[src/rtl/cl_axil_mst_pkg.sv]
`default_nettype none
// ============================================================================
//  Module      : cl_axil_mst_pkg
//  Description : Shared FSM encodings, AXI response codes and the command
//                record for the cl_axil_cmd_mst AXI4-Lite initiator.
//  Revision    : 1.0 - initial release
// ============================================================================
package cl_axil_mst_pkg;

    localparam int c_ADDR_W = 32;
    localparam int c_DATA_W = 32;
    localparam int c_STRB_W = c_DATA_W / 8;

    typedef logic [2:0] state_t;
    localparam state_t c_ST_IDLE    = 3'd0;
    localparam state_t c_ST_WR_REQ  = 3'd1;
    localparam state_t c_ST_WR_RESP = 3'd2;
    localparam state_t c_ST_RD_REQ  = 3'd3;
    localparam state_t c_ST_RD_RESP = 3'd4;
    localparam state_t c_ST_RSP     = 3'd5;

    localparam logic [1:0] c_RESP_OKAY   = 2'b00;
    localparam logic [1:0] c_RESP_SLVERR = 2'b10;
    localparam logic [1:0] c_RESP_DECERR = 2'b11;

    typedef struct packed {
        logic                write;
        logic [c_ADDR_W-1:0] addr;
        logic [c_DATA_W-1:0] wdata;
        logic [c_STRB_W-1:0] wstrb;
    } cmd_t;

endpackage
`default_nettype wire

[src/rtl/cl_axil_cmd_mst_if.sv]
`default_nettype none
// ============================================================================
//  Module      : cl_axil_cmd_mst_if
//  Description : Command/response stream plus AXI4-Lite master port bundle.
//                'master' is the initiator's view, 'slave' the far side.
//  Revision    : 1.0 - initial release
// ============================================================================
interface cl_axil_cmd_mst_if #(
    parameter int ADDR_W = 32,
    parameter int DATA_W = 32
);
    logic                cmd_valid;
    logic                cmd_ready;
    logic                cmd_write;
    logic [ADDR_W-1:0]   cmd_addr;
    logic [DATA_W-1:0]   cmd_wdata;
    logic [DATA_W/8-1:0] cmd_wstrb;

    logic                rsp_valid;
    logic                rsp_ready;
    logic                rsp_write;
    logic [DATA_W-1:0]   rsp_rdata;
    logic [1:0]          rsp_resp;

    logic                m_awvalid;
    logic                m_awready;
    logic [ADDR_W-1:0]   m_awaddr;
    logic                m_wvalid;
    logic                m_wready;
    logic [DATA_W-1:0]   m_wdata;
    logic [DATA_W/8-1:0] m_wstrb;
    logic                m_bvalid;
    logic                m_bready;
    logic [1:0]          m_bresp;
    logic                m_arvalid;
    logic                m_arready;
    logic [ADDR_W-1:0]   m_araddr;
    logic                m_rvalid;
    logic                m_rready;
    logic [DATA_W-1:0]   m_rdata;
    logic [1:0]          m_rresp;

    modport master (
        input  cmd_valid, cmd_write, cmd_addr, cmd_wdata, cmd_wstrb,
        output cmd_ready,
        output rsp_valid, rsp_write, rsp_rdata, rsp_resp,
        input  rsp_ready,
        output m_awvalid, m_awaddr, input m_awready,
        output m_wvalid, m_wdata, m_wstrb, input m_wready,
        input  m_bvalid, m_bresp, output m_bready,
        output m_arvalid, m_araddr, input m_arready,
        input  m_rvalid, m_rdata, m_rresp, output m_rready
    );

    modport slave (
        output cmd_valid, cmd_write, cmd_addr, cmd_wdata, cmd_wstrb,
        input  cmd_ready,
        input  rsp_valid, rsp_write, rsp_rdata, rsp_resp,
        output rsp_ready,
        input  m_awvalid, m_awaddr, output m_awready,
        input  m_wvalid, m_wdata, m_wstrb, output m_wready,
        output m_bvalid, m_bresp, input m_bready,
        input  m_arvalid, m_araddr, output m_arready,
        output m_rvalid, m_rdata, m_rresp, input m_rready
    );
endinterface
`default_nettype wire

[src/rtl/cl_axil_mst_tmo.sv]
`default_nettype none
// ============================================================================
//  Module      : cl_axil_mst_tmo
//  Description : Response-wait watchdog. Counts enabled cycles since the last
//                clear and flags expiry at TIMEOUT_CYCLES-1.
//  Revision    : 1.0 - initial release
// ============================================================================
module cl_axil_mst_tmo #(
    parameter int TIMEOUT_CYCLES = 4096
) (
    input  logic clk,
    input  logic rstn,
    input  logic i_clr,
    input  logic i_en,
    output logic o_expire
);
    localparam logic [15:0] c_LIMIT = 16'(TIMEOUT_CYCLES - 1);

    logic [15:0] r_cnt;

    always_ff @(posedge clk or negedge rstn) begin
        if (!rstn) begin
            r_cnt <= '0;
        end else if (i_clr) begin
            r_cnt <= '0;
        end else if (i_en && (r_cnt != c_LIMIT)) begin
            r_cnt <= r_cnt + 16'd1;
        end
    end

    assign o_expire = i_en && (r_cnt == c_LIMIT);

endmodule
`default_nettype wire

[src/rtl/cl_axil_cmd_mst.sv]
`default_nettype none
// ============================================================================
//  Module      : cl_axil_cmd_mst
//  Description : Single-outstanding AXI4-Lite initiator driven by a one-beat
//                command/response stream. Optional response watchdog is
//                enabled by defining CL_AXIL_CMD_MST_TIMEOUT_EN.
//  Revision    : 1.0 - initial release
// ============================================================================
module cl_axil_cmd_mst
    import cl_axil_mst_pkg::*;
#(
    parameter int ADDR_W         = c_ADDR_W,
    parameter int DATA_W         = c_DATA_W,
    parameter int TIMEOUT_CYCLES = 4096
) (
    input  logic                clk,
    input  logic                rstn,
    cl_axil_cmd_mst_if.master   bus,
    output logic                busy,
    output logic                timeout_err
);

    state_t            r_state;
    state_t            w_state_nxt;
    cmd_t              r_cmd;
    logic              r_cmd_ready;
    logic              r_aw_done;
    logic              r_w_done;
    logic              r_rsp_write;
    logic [DATA_W-1:0] r_rsp_rdata;
    logic [1:0]        r_rsp_resp;

    logic w_cmd_hs;
    logic w_awvalid;
    logic w_wvalid;
    logic w_aw_done_nxt;
    logic w_w_done_nxt;
    logic w_tmo_expire;
    logic w_swallow;

    assign w_cmd_hs      = bus.cmd_valid & r_cmd_ready;
    assign w_awvalid     = (r_state == c_ST_WR_REQ) & ~r_aw_done;
    assign w_wvalid      = (r_state == c_ST_WR_REQ) & ~r_w_done;
    assign w_aw_done_nxt = r_aw_done | (w_awvalid & bus.m_awready);
    assign w_w_done_nxt  = r_w_done  | (w_wvalid  & bus.m_wready);

    always_comb begin
        w_state_nxt = r_state;
        case (r_state)
            c_ST_IDLE:    if (w_cmd_hs) w_state_nxt = bus.cmd_write ? c_ST_WR_REQ : c_ST_RD_REQ;
            c_ST_WR_REQ:  if (w_aw_done_nxt && w_w_done_nxt) w_state_nxt = c_ST_WR_RESP;
            c_ST_WR_RESP: if (bus.m_bvalid || w_tmo_expire) w_state_nxt = c_ST_RSP;
            c_ST_RD_REQ:  if (bus.m_arready) w_state_nxt = c_ST_RD_RESP;
            c_ST_RD_RESP: if (bus.m_rvalid || w_tmo_expire) w_state_nxt = c_ST_RSP;
            c_ST_RSP:     if (bus.rsp_ready) w_state_nxt = c_ST_IDLE;
            default:      w_state_nxt = c_ST_IDLE;
        endcase
    end

    // cmd_ready is registered so it stays low throughout reset and rises the
    // cycle after the response handshake returns the FSM to IDLE.
    always_ff @(posedge clk or negedge rstn) begin
        if (!rstn) begin
            r_state     <= c_ST_IDLE;
            r_cmd       <= '0;
            r_cmd_ready <= 1'b0;
            r_aw_done   <= 1'b0;
            r_w_done    <= 1'b0;
            r_rsp_write <= 1'b0;
            r_rsp_rdata <= '0;
            r_rsp_resp  <= c_RESP_OKAY;
        end else begin
            r_state     <= w_state_nxt;
            r_cmd_ready <= (w_state_nxt == c_ST_IDLE);
            if (w_cmd_hs) begin
                r_cmd     <= '{write: bus.cmd_write, addr: bus.cmd_addr,
                               wdata: bus.cmd_wdata, wstrb: bus.cmd_wstrb};
                r_aw_done <= 1'b0;
                r_w_done  <= 1'b0;
            end
            if (r_state == c_ST_WR_REQ) begin
                r_aw_done <= w_aw_done_nxt;
                r_w_done  <= w_w_done_nxt;
            end
            if ((r_state == c_ST_WR_RESP) && (w_state_nxt == c_ST_RSP)) begin
                r_rsp_write <= r_cmd.write;
                r_rsp_rdata <= '0;
                r_rsp_resp  <= bus.m_bvalid ? bus.m_bresp : c_RESP_SLVERR;
            end
            if ((r_state == c_ST_RD_RESP) && (w_state_nxt == c_ST_RSP)) begin
                r_rsp_write <= r_cmd.write;
                r_rsp_rdata <= bus.m_rvalid ? bus.m_rdata : '0;
                r_rsp_resp  <= bus.m_rvalid ? bus.m_rresp : c_RESP_SLVERR;
            end
        end
    end

`ifdef CL_AXIL_CMD_MST_TIMEOUT_EN
    logic w_tmo_clr;
    logic w_tmo_en;
    logic r_timeout_err;

    assign w_tmo_clr = ((w_state_nxt == c_ST_WR_RESP) && (r_state != c_ST_WR_RESP)) ||
                       ((w_state_nxt == c_ST_RD_RESP) && (r_state != c_ST_RD_RESP));
    assign w_tmo_en  = ((r_state == c_ST_WR_RESP) && !bus.m_bvalid) ||
                       ((r_state == c_ST_RD_RESP) && !bus.m_rvalid);

    cl_axil_mst_tmo #(
        .TIMEOUT_CYCLES (TIMEOUT_CYCLES)
    ) u_tmo (
        .clk      (clk),
        .rstn     (rstn),
        .i_clr    (w_tmo_clr),
        .i_en     (w_tmo_en),
        .o_expire (w_tmo_expire)
    );

    always_ff @(posedge clk or negedge rstn) begin
        if (!rstn) begin
            r_timeout_err <= 1'b0;
        end else if (w_tmo_expire) begin
            r_timeout_err <= 1'b1;
        end
    end

    // After any timeout a stale B/R may still arrive; accept and drop it.
    assign w_swallow   = r_timeout_err && (r_state == c_ST_IDLE);
    assign timeout_err = r_timeout_err;
`else
    assign w_tmo_expire = 1'b0;
    assign w_swallow    = 1'b0;
    assign timeout_err  = 1'b0;
`endif

    assign bus.cmd_ready = r_cmd_ready;
    assign bus.m_awvalid = w_awvalid;
    assign bus.m_awaddr  = r_cmd.addr;
    assign bus.m_wvalid  = w_wvalid;
    assign bus.m_wdata   = r_cmd.wdata;
    assign bus.m_wstrb   = r_cmd.wstrb;
    assign bus.m_bready  = (r_state == c_ST_WR_RESP) || w_swallow;
    assign bus.m_arvalid = (r_state == c_ST_RD_REQ);
    assign bus.m_araddr  = r_cmd.addr;
    assign bus.m_rready  = (r_state == c_ST_RD_RESP) || w_swallow;
    assign bus.rsp_valid = (r_state == c_ST_RSP);
    assign bus.rsp_write = r_rsp_write;
    assign bus.rsp_rdata = r_rsp_rdata;
    assign bus.rsp_resp  = r_rsp_resp;
    assign busy          = (r_state != c_ST_IDLE);

endmodule
`default_nettype wire

[src/flat_wrapper.sv]
// flat-port wrapper written by rule: the top's interface ports become plain ports
module cl_axil_cmd_mst_flat import cl_axil_mst_pkg::*;
#(
    parameter int ADDR_W         = c_ADDR_W,
    parameter int DATA_W         = c_DATA_W,
    parameter int TIMEOUT_CYCLES = 4096
)
  (clk, rstn, busy, timeout_err, bus_cmd_valid, bus_cmd_write, bus_cmd_addr, bus_cmd_wdata, bus_cmd_wstrb, bus_cmd_ready, bus_rsp_valid, bus_rsp_write, bus_rsp_rdata, bus_rsp_resp, bus_rsp_ready, bus_m_awvalid, bus_m_awaddr, bus_m_awready, bus_m_wvalid, bus_m_wdata, bus_m_wstrb, bus_m_wready, bus_m_bvalid, bus_m_bresp, bus_m_bready, bus_m_arvalid, bus_m_araddr, bus_m_arready, bus_m_rvalid, bus_m_rdata, bus_m_rresp, bus_m_rready);
  cl_axil_cmd_mst_if #(.ADDR_W(ADDR_W), .DATA_W(DATA_W)) bus_i ();
  input  logic clk;
  input  logic rstn;
  output logic busy;
  output logic timeout_err;
  input wire logic [$bits(bus_i.cmd_valid)-1:0] bus_cmd_valid;
  input wire logic [$bits(bus_i.cmd_write)-1:0] bus_cmd_write;
  input wire logic [$bits(bus_i.cmd_addr)-1:0] bus_cmd_addr;
  input wire logic [$bits(bus_i.cmd_wdata)-1:0] bus_cmd_wdata;
  input wire logic [$bits(bus_i.cmd_wstrb)-1:0] bus_cmd_wstrb;
  output wire logic [$bits(bus_i.cmd_ready)-1:0] bus_cmd_ready;
  output wire logic [$bits(bus_i.rsp_valid)-1:0] bus_rsp_valid;
  output wire logic [$bits(bus_i.rsp_write)-1:0] bus_rsp_write;
  output wire logic [$bits(bus_i.rsp_rdata)-1:0] bus_rsp_rdata;
  output wire logic [$bits(bus_i.rsp_resp)-1:0] bus_rsp_resp;
  input wire logic [$bits(bus_i.rsp_ready)-1:0] bus_rsp_ready;
  output wire logic [$bits(bus_i.m_awvalid)-1:0] bus_m_awvalid;
  output wire logic [$bits(bus_i.m_awaddr)-1:0] bus_m_awaddr;
  input wire logic [$bits(bus_i.m_awready)-1:0] bus_m_awready;
  output wire logic [$bits(bus_i.m_wvalid)-1:0] bus_m_wvalid;
  output wire logic [$bits(bus_i.m_wdata)-1:0] bus_m_wdata;
  output wire logic [$bits(bus_i.m_wstrb)-1:0] bus_m_wstrb;
  input wire logic [$bits(bus_i.m_wready)-1:0] bus_m_wready;
  input wire logic [$bits(bus_i.m_bvalid)-1:0] bus_m_bvalid;
  input wire logic [$bits(bus_i.m_bresp)-1:0] bus_m_bresp;
  output wire logic [$bits(bus_i.m_bready)-1:0] bus_m_bready;
  output wire logic [$bits(bus_i.m_arvalid)-1:0] bus_m_arvalid;
  output wire logic [$bits(bus_i.m_araddr)-1:0] bus_m_araddr;
  input wire logic [$bits(bus_i.m_arready)-1:0] bus_m_arready;
  input wire logic [$bits(bus_i.m_rvalid)-1:0] bus_m_rvalid;
  input wire logic [$bits(bus_i.m_rdata)-1:0] bus_m_rdata;
  input wire logic [$bits(bus_i.m_rresp)-1:0] bus_m_rresp;
  output wire logic [$bits(bus_i.m_rready)-1:0] bus_m_rready;
  assign bus_i.cmd_valid = bus_cmd_valid;
  assign bus_i.cmd_write = bus_cmd_write;
  assign bus_i.cmd_addr = bus_cmd_addr;
  assign bus_i.cmd_wdata = bus_cmd_wdata;
  assign bus_i.cmd_wstrb = bus_cmd_wstrb;
  assign bus_cmd_ready = bus_i.cmd_ready;
  assign bus_rsp_valid = bus_i.rsp_valid;
  assign bus_rsp_write = bus_i.rsp_write;
  assign bus_rsp_rdata = bus_i.rsp_rdata;
  assign bus_rsp_resp = bus_i.rsp_resp;
  assign bus_i.rsp_ready = bus_rsp_ready;
  assign bus_m_awvalid = bus_i.m_awvalid;
  assign bus_m_awaddr = bus_i.m_awaddr;
  assign bus_i.m_awready = bus_m_awready;
  assign bus_m_wvalid = bus_i.m_wvalid;
  assign bus_m_wdata = bus_i.m_wdata;
  assign bus_m_wstrb = bus_i.m_wstrb;
  assign bus_i.m_wready = bus_m_wready;
  assign bus_i.m_bvalid = bus_m_bvalid;
  assign bus_i.m_bresp = bus_m_bresp;
  assign bus_m_bready = bus_i.m_bready;
  assign bus_m_arvalid = bus_i.m_arvalid;
  assign bus_m_araddr = bus_i.m_araddr;
  assign bus_i.m_arready = bus_m_arready;
  assign bus_i.m_rvalid = bus_m_rvalid;
  assign bus_i.m_rdata = bus_m_rdata;
  assign bus_i.m_rresp = bus_m_rresp;
  assign bus_m_rready = bus_i.m_rready;
  cl_axil_cmd_mst #(.ADDR_W(ADDR_W), .DATA_W(DATA_W), .TIMEOUT_CYCLES(TIMEOUT_CYCLES)) u_core (.clk(clk), .rstn(rstn), .bus(bus_i), .busy(busy), .timeout_err(timeout_err));
endmodule
[config.mk]
export PLATFORM = sky130hd
export DESIGN_NAME = cl_axil_cmd_mst_flat
export DESIGN_NICKNAME = d
export VERILOG_FILES = /design/src/rtl/cl_axil_mst_pkg.sv /design/src/rtl/cl_axil_cmd_mst_if.sv /design/src/rtl/cl_axil_mst_tmo.sv /design/src/rtl/cl_axil_cmd_mst.sv /design/src/flat_wrapper.sv
export SDC_FILE = /design/constraint.sdc
export NUM_CORES = 1
export LEC_CHECK = 0
export ABC_AREA = 1
export CAP_MARGIN = 20
export CORE_ASPECT_RATIO = 0.6
export CORE_MARGIN = 4
export CORE_UTILIZATION = 45
export CTS_BUF_LIST = sky130_fd_sc_hd__clkbuf_4 sky130_fd_sc_hd__clkbuf_8
export DETAILED_ROUTE_END_ITERATION = 7
export PLACE_DENSITY = 0.95
export SLEW_MARGIN = 20
export SYNTH_ARGS = -nofsm -noshare
export SYNTH_HDL_FRONTEND = slang
export SYNTH_SLANG_ARGS = --single-unit
[constraint.sdc]
create_clock -name clk -period 3.9 [get_ports clk]
set_input_delay 0.78 -clock clk [delete_from_list [all_inputs] [get_ports clk]]
set_output_delay 0.78 -clock clk [all_outputs]
set_load 0.05 [all_outputs]
==> impl_results.md <==
- Fraction of synthesized cell area in xor and xnor cells: 0%
- Fin crit share: 74.2%
- Most frequent cells in the layout: nand2_1, clkdlybuf4s50_1, dfrtp_1
- CTS resizes: 0
- Worst slack, placed: 1380 ps
- Post-Synth Simple-Gate Area: 27.2%
- Net Sw Power: 3.98 mW
- Vias per cell: 4.74
- Hold Buf Count CTS: 0
- TritonCTS buffer count: 9
- DR pass1 iterations: 4
- Standard-cell row count: 29
- Post-DRT Antenna Nets: 0
- Synth Register Bits: 110
- Hold Slack: 466 ps
- WL per Instance: 15.7 um
- # nets final: 869
- Clock Sinks: 110
- Setup TNS: 0 ps
- Sequential Power Share: 27.4%
- Crit path max fanout: 7
- Post-Syn Area: 5160 um2
- Total grt overflow: 0
- Worst-Margin Slew: 771 ps
- Clock transition at the registers of the reported paths: 100 ps
- Adder-cell share of the synthesized area: 0%
- CTS Root Cell: clkbuf_8
- Internal: 3.35 mW
- Residual DRC count: 0
- Multi-input logic area: 1450 um2
- Syn Inst Count: 609
- Fraction of power consumed by the clock network: 8.8%
- Final setup fails: 0
- Area grow syn2layout: 40.2%
- RSZ-0062 raised after global routing: false
- Post-CTS Setup Bufs: 0
- Crit path time final: 2900 ps
- DIE AREA: 13300 um2
- Vias: 4264
- Post-synth top flop: dfrtp_1
- Type of the worst setup path: register to output port
- Fin. Hold Viols: 0
- Gate power share: 63.8%
- Sw frac: 54.3%
- Total of max-cap violations: 0
- WP data arrival: 2120 ps
- Effective utilization at floorplan: 47.4%
- Die Width: 146 um
- Routed wire length: 14.1 mm
- Global-route usage over all layers: 20.8%
- Final worst setup slack: 1000 ps
- GP Congestion: 0.914
- CP startpoint kind: register
- Combinational family with the most area after synthesis: simple AND/OR/NAND/NOR gates
- Yosys synthesis warning count: 0
- Worst EP required: 3120 ps
- Max Clk Rate: 345 MHz
- CTS tree: built
- Netlist cell types: 21
- Skew final: 4.63 ps
- First-pass GRT wire length: 22.3 mm
- Crit path capture type: output port
- Area fraction in compound gates after synthesis: 0.849%
- Depth of the most critical reg-to-reg path: 5
- Initial detailed-routing violation count: 172
- Total core area: 10900 um2
- Initial antenna violation count: 0
- Cell Pwr Density: 1010 nW/um2
- Share of cells above drive strength 1: 4.47%
- Fillers: 833
- Slew HR: 48.5%
- Sequential cell area: 2750 um2
- Die Y: 90.9 um
- Worst R2R Setup Slack: 1940 ps
- Port Buf Inserts: 256
- Worst min-delay path class: input port to async pin
- Sequential area share after synthesis: 53.4%
- Hpwl dp: 10.7 mm
- Htree depth: 3
- Status: complete, no violations
- Maximum VDD drop: 0.471 mV
- Synth Area per Inst: 8.47 um2
- Multiplexer area fraction after synthesis: 0%
- Leak Pwr: 3.57 nW
- Clock buffer depth: 2
- Syn nets: 723
- Commonest non-fill, non-tap cell in the layout: nand2_1
- Post-synth EDFFs: 0
- Antenna diodes: 0
- Worst skew pair latency: 350 ps
- Max-slew violation count: 0
- Asr flop ratio synth: 100%
- Vias in the first global route: 4270
- Largest net degree at the start of global routing: 69
- I/O pin count: 258
## layer usage
metal,routed length [um],GRT usage (%),vias to the layer above
met1,5690,25.6,2024
met4,111,3.60,0
met5,0,0,-
met2,6890,34.9,177
li1,-,-,2053
met3,1410,8.78,10
## synth_stat cells, types with 2 or more instances
cell | count | area share, %
buf_2 | 10 | 0.97
buf_6 | 4 | 0.87
inv_2 | 4 | 0.29
nand3_1 | 40 | 3.9
a22oi_1 | 2 | 0.29
nand3_2 | 3 | 0.58
dfrtp_1 | 110 | 53
o21ai_1 | 2 | 0.19
clkbuf_1 | 11 | 0.80
inv_1 | 12 | 0.87
nor2_2 | 2 | 0.24
buf_4 | 101 | 15
nor2_1 | 9 | 0.66
nand4_1 | 3 | 0.36
nand2_1 | 290 | 21
## state kept, by name (all words and copies together) (netlist names)
name,flops
u_core.bus.cmd_ready,1
u_core.bus.m_araddr,32
u_core.bus.m_wdata,32
u_core.bus.m_wstrb,4
u_core.bus.rsp_rdata,32
u_core.bus.rsp_resp,2
u_core.bus.rsp_write,1
u_core.r_aw_done,1
u_core.r_cmd,1
u_core.r_state,3
u_core.r_w_done,1
## worst paths after layout
path | startpoint | end
setup / recovery | u_core.r_state[2] | bus_m_wvalid
hold / removal | rstn | u_core.bus.rsp_rdata[26]
setup reg to reg | u_core.r_state[0] | u_core.bus.rsp_resp[0]
hold reg to reg | u_core.bus.m_wdata[14] | u_core.bus.m_wdata[14]
max in group asynchronous | rstn | u_core.bus.m_araddr[9]
min in group clk | u_core.bus.m_wdata[14] | u_core.bus.m_wdata[14]
## stage by stage
| step | util [%] | power [mW] | cells | area, um2 |
|---|---|---|---|---|
| final | 66.4 | 7.32 | 899 | 7230 |
| after floorplan | - | 5.71 | 609 | 5160 |
| after detailed placement | 64.7 | 6.72 | 883 | 7050 |
| after global placement | 64.7 | 6.63 | 883 | 7050 |
| after CTS | 66.4 | 7.39 | 899 | 7230 |
| after global routing | 66.4 | 7.68 | 899 | 7230 |
## worst max-delay path: stages, from the launching register on
cell and delay [ps]:
dfrtp_1 510, inv_2 140, nand3_2 160, nor2_1 150, clkdlybuf4s50_1 810
## power groups by stage
stage	registers [mW]	clock network (mW)	logic [mW]
2_1_floorplan	2.39	0	3.32
3_3_place_gp	1.99	0	4.64
3_5_place_dp	2.01	0	4.71
4_1_cts	2.00	0.669	4.71
5_1_grt	2.07	0.716	4.89
6_report	2.00	0.646	4.67
## area by class of cell
class                           count  share of cell area, %
Clock buffer                       10                   1.90
Clock inverter                      6                  0.606
Inverter                           16                  0.831
Multi-Input combinational cell    357                   20.1
Sequential cell                   110                   38.1
Tap cell                          139                   2.41
Timing Repair Buffer              261                   36.1
## logic make-up after synthesis
family / count (synthesis)
other: 1
buffers and inverters: 142
AOI/OAI and AO/OA: 7
and+or+nand+nor: 349
DFF: 110
No activity file was read; power rests on OpenSTA's default activity.
